--- config.mk ---
export PLATFORM = sky130hd
export DESIGN_NAME = ysyx_24080014_ifu
export DESIGN_NICKNAME = d
export VERILOG_FILES = /design/src/rtl/ysyx_24080014_pkg.sv /design/src/rtl/ysyx_24080014_ifu_perf.sv /design/src/rtl/ysyx_24080014_ifu.sv
export SDC_FILE = /design/constraint.sdc
export NUM_CORES = 1
export LEC_CHECK = 0
export BUFFER_PORTS_ARGS = -buffer_cell sky130_fd_sc_hd__buf_2
export CAP_MARGIN = 25
export CORE_MARGIN = 3
export CORE_UTILIZATION = 50
export CTS_CLUSTER_SIZE = 20
export DETAILED_ROUTE_END_ITERATION = 16
export PLACE_DENSITY = 0.86
export SLEW_MARGIN = 20
export SYNTH_ARGS = -nofsm -noshare
export SYNTH_HDL_FRONTEND = slang
export SYNTH_HIERARCHICAL = 1
export SYNTH_SLANG_ARGS = --single-unit
--- constraint.sdc ---
create_clock -name clk -period 3.35 [get_ports clk]
set_clock_uncertainty 0.1 [all_clocks]
set_input_delay 0.335 -clock clk [delete_from_list [all_inputs] [get_ports clk]]
set_output_delay 0.335 -clock clk [all_outputs]
set_load 0.02 [all_outputs]
--- src/rtl/ysyx_24080014_pkg.sv ---
// Shared types and constants for the ysyx_24080014 instruction fetch unit:
// FSM state encoding, fault codes, AXI response code and the reset PC.
package ysyx_24080014_pkg;

  typedef enum logic [1:0] {
    ST_AR  = 2'd0,
    ST_R   = 2'd1,
    ST_OUT = 2'd2,
    ST_NPC = 2'd3
  } ifu_state_e;

  localparam logic [1:0]  IFU_FAULT_NONE     = 2'd0;
  localparam logic [1:0]  IFU_FAULT_ACCESS   = 2'd1;
  localparam logic [1:0]  IFU_FAULT_MISALIGN = 2'd2;

  localparam logic [1:0]  RESP_OKAY    = 2'b00;
  localparam logic [31:0] IFU_RESET_PC = 32'h8000_0000;

  function automatic logic is_misaligned(input logic [1:0] low_bits);
    return low_bits != 2'b00;
  endfunction

endpackage

--- src/rtl/ysyx_24080014_ifu_perf.sv ---
// Fetch performance counters: completed fetches and cycles spent waiting on
// the read bus. Only instantiated when YSYX_24080014_IFU_PERF_EN is defined.
module ysyx_24080014_ifu_perf (
  input  logic        clk,
  input  logic        rst,
  input  logic        i_fire,
  input  logic        i_stall,
  output logic [63:0] o_fetch_cnt,
  output logic [63:0] o_fetch_stall_cnt
);

  logic [63:0] r_fetch_cnt;
  logic [63:0] r_fetch_stall_cnt;

  always_ff @(posedge clk or negedge rst) begin
    if (!rst) begin
      r_fetch_cnt       <= '0;
      r_fetch_stall_cnt <= '0;
    end else begin
      if (i_fire)  r_fetch_cnt       <= r_fetch_cnt + 64'd1;
      if (i_stall) r_fetch_stall_cnt <= r_fetch_stall_cnt + 64'd1;
    end
  end

  assign o_fetch_cnt       = r_fetch_cnt;
  assign o_fetch_stall_cnt = r_fetch_stall_cnt;

endmodule

--- src/rtl/ysyx_24080014_ifu.sv ---
// Multi-cycle, non-pipelined instruction fetch unit (AR -> R -> OUT -> NPC).
// Optional counters enabled by defining YSYX_24080014_IFU_PERF_EN.
module ysyx_24080014_ifu
  import ysyx_24080014_pkg::*;
#(
  parameter int                XLEN     = 32,
  parameter logic [XLEN-1:0]   RESET_PC = IFU_RESET_PC
) (
  input  logic            clk,
  input  logic            rst,
  output logic [XLEN-1:0] araddr,
  output logic            arvalid,
  input  logic            arready,
  input  logic [XLEN-1:0] rdata,
  input  logic [1:0]      rresp,
  input  logic            rvalid,
  output logic            rready,
  output logic [XLEN-1:0] inst,
  output logic [XLEN-1:0] inst_pc,
  output logic [1:0]      inst_fault,
  output logic            inst_valid,
  input  logic            inst_ready,
  input  logic            npc_valid,
  input  logic [XLEN-1:0] next_pc,
  output logic            npc_ready
`ifdef YSYX_24080014_IFU_PERF_EN
  ,
  output logic [63:0]     fetch_cnt,
  output logic [63:0]     fetch_stall_cnt
`endif
);

  ifu_state_e      r_state;
  logic [XLEN-1:0] r_pc;
  logic [XLEN-1:0] r_inst;
  logic [XLEN-1:0] r_inst_pc;
  logic [1:0]      r_inst_fault;
  logic            r_arvalid;
  logic            r_rready;
  logic            r_inst_valid;
  logic            r_npc_ready;

  logic            w_take_npc;
  logic            w_npc_misalign;

  // In OUT the next PC may only be taken together with the instruction handoff.
  assign w_take_npc     = npc_valid &&
                          (((r_state == ST_OUT) && inst_ready) || (r_state == ST_NPC));
  assign w_npc_misalign = is_misaligned(next_pc[1:0]);

  always_ff @(posedge clk or negedge rst) begin
    if (!rst) begin
      r_state      <= ST_AR;
      r_pc         <= RESET_PC;
      r_inst       <= '0;
      r_inst_pc    <= '0;
      r_inst_fault <= IFU_FAULT_NONE;
      r_arvalid    <= 1'b0;
      r_rready     <= 1'b0;
      r_inst_valid <= 1'b0;
      r_npc_ready  <= 1'b0;
    end else begin
      unique case (r_state)
        ST_AR: begin
          if (r_arvalid && arready) begin
            r_state   <= ST_R;
            r_arvalid <= 1'b0;
            r_rready  <= 1'b1;
          end else begin
            r_arvalid <= 1'b1;
          end
        end
        ST_R: begin
          if (rvalid) begin
            r_state      <= ST_OUT;
            r_rready     <= 1'b0;
            r_inst_valid <= 1'b1;
            r_npc_ready  <= 1'b1;
            r_inst_pc    <= r_pc;
            if (rresp != RESP_OKAY) begin
              r_inst       <= '0;
              r_inst_fault <= IFU_FAULT_ACCESS;
            end else begin
              r_inst       <= rdata;
              r_inst_fault <= IFU_FAULT_NONE;
            end
          end
        end
        ST_OUT: begin
          if (inst_ready) begin
            r_state      <= ST_NPC;
            r_inst_valid <= 1'b0;
          end
        end
        ST_NPC: begin
        end
      endcase

      // A misaligned target never reaches the bus; it is reported straight to decode.
      if (w_take_npc) begin
        r_pc <= next_pc;
        if (w_npc_misalign) begin
          r_state      <= ST_OUT;
          r_inst       <= '0;
          r_inst_pc    <= next_pc;
          r_inst_fault <= IFU_FAULT_MISALIGN;
          r_inst_valid <= 1'b1;
          r_npc_ready  <= 1'b1;
        end else begin
          r_state      <= ST_AR;
          r_arvalid    <= 1'b1;
          r_inst_valid <= 1'b0;
          r_npc_ready  <= 1'b0;
        end
      end
    end
  end

  assign araddr     = r_pc;
  assign arvalid    = r_arvalid;
  assign rready     = r_rready;
  assign inst       = r_inst;
  assign inst_pc    = r_inst_pc;
  assign inst_fault = r_inst_fault;
  assign inst_valid = r_inst_valid;
  assign npc_ready  = r_npc_ready;

`ifdef YSYX_24080014_IFU_PERF_EN
  logic w_fire;
  logic w_stall;

  assign w_fire  = r_inst_valid && inst_ready;
  assign w_stall = (r_state == ST_AR) || (r_state == ST_R);

  ysyx_24080014_ifu_perf u_perf (
    .clk               (clk),
    .rst               (rst),
    .i_fire            (w_fire),
    .i_stall           (w_stall),
    .o_fetch_cnt       (fetch_cnt),
    .o_fetch_stall_cnt (fetch_stall_cnt)
  );
`endif

endmodule

==> key figures <==
Setup path
  – R2R depth: 7
  – Required @ worst endpoint: 3.54 ns
  – Critical path peak fanout: 23
  – Reg-to-reg slack, setup: a little over 1 ns
  – Critical R2R Capture: araddr[0]
  – Crit path launch: r_state[0]
  – Critical Path AT: ~2.5 ns
  – FF-to-FF Start: r_state[0]
  – WS Path Type: flip-flop to flip-flop
  – Critical Path Sink Type: flip-flop
  – Worst Setup Start Kind: flip-flop

Global routing
  – Total gr overflow: 0
  – Largest net degree at the start of global routing: 55
  – First-pass GRT wire length: 17200 um
  – Tot GR Track Use: between 20% and 30%
  – Vias in the first global route: around 3600
  – Initial antenna violation count: 1

Drt
  – DRT antenna net count: 0
  – Drt drc: 0
  – DR iter-0 viols: ~120
  – Via count of the routed design: 3625
  – DRT Wirelength: around 11000 um
  – TritonRoute pass-1 iters: 4
  – Vias per cell: 5.17
  – Wire per inst: 15.0 um

Logic synthesis
  – Yosys reg bits: 104
  – Top cell type's share of synthesized area: between 50 and 60%
  – Number of synthesized flops with an enable pin: 0
  – Mapped Area: 4380 um2
  – FFs w/ async S/R, synth: 100%
  – Average size of a mapped cell: just over 10 um2
  – Leading area contributor after synthesis: dfrtp_1
  – Synth area leaders: dfrtp_1, nand2_1, mux2i_1, a22oi_1, o21ai_0
  – Post-synth top flop: dfrtp_1
  – Syn Nets: between 500 and 600
  – Seq/Total Area, Yosys: approximately three fifths
  – Cells after synthesis: 426
  – Synth cell types: 33
  – Synth warn: 6

Power and ir drop
  – Leakage: 3.13 nW
  – PwrDens: 916 nW/um2
  – Peak VDD IR: between 0.4 and 0.5 mV

Finish
  – Area Growth Syn to Fin: 25.7%
  – Design Area, Final: approximately 5500 um2
  – FF+latch area: around 2600 um2
  – Final net count: about 670
  – N_diodes: 0
  – Fin util: between 60% and 70%
  – Ratio of cells with drive above 1 in the final layout: about 34%
  – Area of the multi-input gates: about 1600 um2
  – Fillers: 696

Floorplan
  – Starting Density: between 50% and 60%
  – Core footprint: roughly 8300 um2
  – Rows: 33
  – Die height: 99.5 um
  – Die ar.: 9910 um2
  – Die X: 99.5 um
  – IO Count: 174

Timing
  – Crit share post-route: 69.2%
  – Worst-margin pin slew: 0.803 ns
  – Final hold vios: 0
  – Rel. slew slack: a little under half
  – Fmax: ~430 MHz
  – RSZ-0062 raised after global routing: no
  – Final min period: around 2.3 ns
  – Final setup TNS: 0 ns
  – Final setup vio count: 0
  – Max Slew Vio Count: 0

Worst hold path
  – Hold Crit Start: next_pc[31]
  – Worst Hold Endpoint: araddr[31]
  – Min-Delay Path Depth: 3
  – Worst Hold Class: input port to flip-flop

Clock tree
  – Post-CTS Repair Setup Buffers: 0
  – Later-pin clock latency in the skew report: roughly 0.35 ns
  – CTS tree: done
  – Clk sink count: about 100
  – H-tree depth reported by CTS: 3
  – CTS root buffer: clkbuf_8
  – CTS Buffer Depth: 2
  – Cts bufs inserted: 9
  – CTS clk-pin slew, worst paths: around 0.11 ns

Job
  – Maxcap violations: 0

Place
  – DP Wirelength: roughly 7600 um
  – RD Place Congestion: between 0.8 and 0.9
  – Dpl cell area: 5310 um2
  – Number of port buffers: about 170

Outcome
  – Outcome: finished clean
-- registers in the layout (all words and copies together), names as in the netlist --
signal / count
inst: 32
npc_ready: 1
r_state: 2
inst_pc: 32
rready: 1
araddr: 32
inst_valid: 1
inst_fault: 2
arvalid: 1
-- how the worst max path moves through the flow --
stage	endpoint	slack, ns	depth (start not counted)
floorplan	inst_pc[1]	1.68	6
global placement	araddr[0]	1.08	7
detailed placement	araddr[12]	1.0	7
CTS	araddr[11]	0.99	7
global route	araddr[23]	0.79	7
finish	araddr[0]	1.03	7
-- placed cells by master (no fill, tap or decap), types with 2 or more instances in the layout --
| master | netlist | final |
|---|---|---|
| a21oi_1 | 5 | 5 |
| a22o_1 | 2 | 2 |
| a22oi_1 | 32 | 32 |
| buf_2 | 14 | 172 |
| buf_4 | 6 | 8 |
| clkbuf_8 | 0 | 10 |
| clkinvlp_4 | 0 | 3 |
| dfrtp_1 | 103 | 103 |
| ha_1 | 4 | 4 |
| inv_1 | 5 | 5 |
| inv_6 | 0 | 2 |
| mux2i_1 | 32 | 32 |
| nand2_1 | 126 | 126 |
| nand2b_1 | 2 | 2 |
| nor2_1 | 33 | 33 |
| nor2b_1 | 3 | 2 |
| nor3_1 | 3 | 3 |
| o21ai_0 | 32 | 32 |
-- layer usage --
metal  GRT usage (%)  vias up  wire [um]
li1                -     1750          -
met1            27.9     1707       4410
met2            36.0      157       5020
met3            6.73        9       1000
met4            3.47        2         71
met5               0        -         11
-- where the power goes --
group / switching [mW] / total, mW / internal, mW
Clock: 0.425 / 0.722 / 0.297
Combinational: 1.46 / 2.27 / 0.806
Sequential: 0.311 / 2.05 / 1.74
Total: 2.19 / 5.04 / 2.84
-- cell families (layout without fill, tap and decap cells) --
kind of cell | Yosys count | in the layout | synth area share, %
AOI/OAI and AO/OA | 78 | 78 | 11.3
adders and majority gates | 4 | 4 | 1.14
and+or+nand+nor | 173 | 173 | 16.2
DFF | 104 | 104 | 59.5
muxes | 34 | 34 | 7.92
buffers and inverters | 33 | 203 | 3.92
-- through the flow --
stage / setup WS, ns / total power, mW / cells / hold WS, ns
after floorplan: 1.68 / 3.56 / 426 / -0.0606
after global placement: 1.08 / 4.28 / 684 / 0.298
after detailed placement: 0.996 / 4.37 / 684 / 0.309
after CTS: 0.991 / 5.10 / 701 / 0.0452
after global routing: 0.795 / 5.40 / 701 / 0.0577
final: 1.03 / 5.04 / 701 / 0.0564
-- worst max-delay path, stage by stage (launching register included) --
cell and delay [ns]:
dfrtp_1 0.39, inv_1 0.09, ha_1 0.24, a21oi_1 0.35, nand2b_1 0.54, buf_4 0.39, nand2_1 0.09, nand2_1 0.07
-- cells in the mapped netlist, drive strengths merged (2+ instances only) --
library cell,instances
mux2,2
buf,21
nor2,33
mux2i,32
a21oi,5
nand2b,2
nor2b,3
a22o,2
nor3,4
nand2,127
dfrtp,103
clkbuf,7
ha,4
inv,5
a22oi,32
o21ai,33
-- timing repair --
item / in CTS / in global routing
hold endpoints to repair: 50 / 0
gates resized for setup: 0 / 0
hold buffers: 1 / 0
-- final cells by class --
cell class,instances,share of cell area [%]
well taps,105,2.39
clock inverters,5,0.728
clock buffers,11,2.57
flip-flops and latches,104,47.3
inverters,5,0.341
multi-input cells,289,29.3
repair buffers,182,17.3
Power figures use the tool's default switching activity.
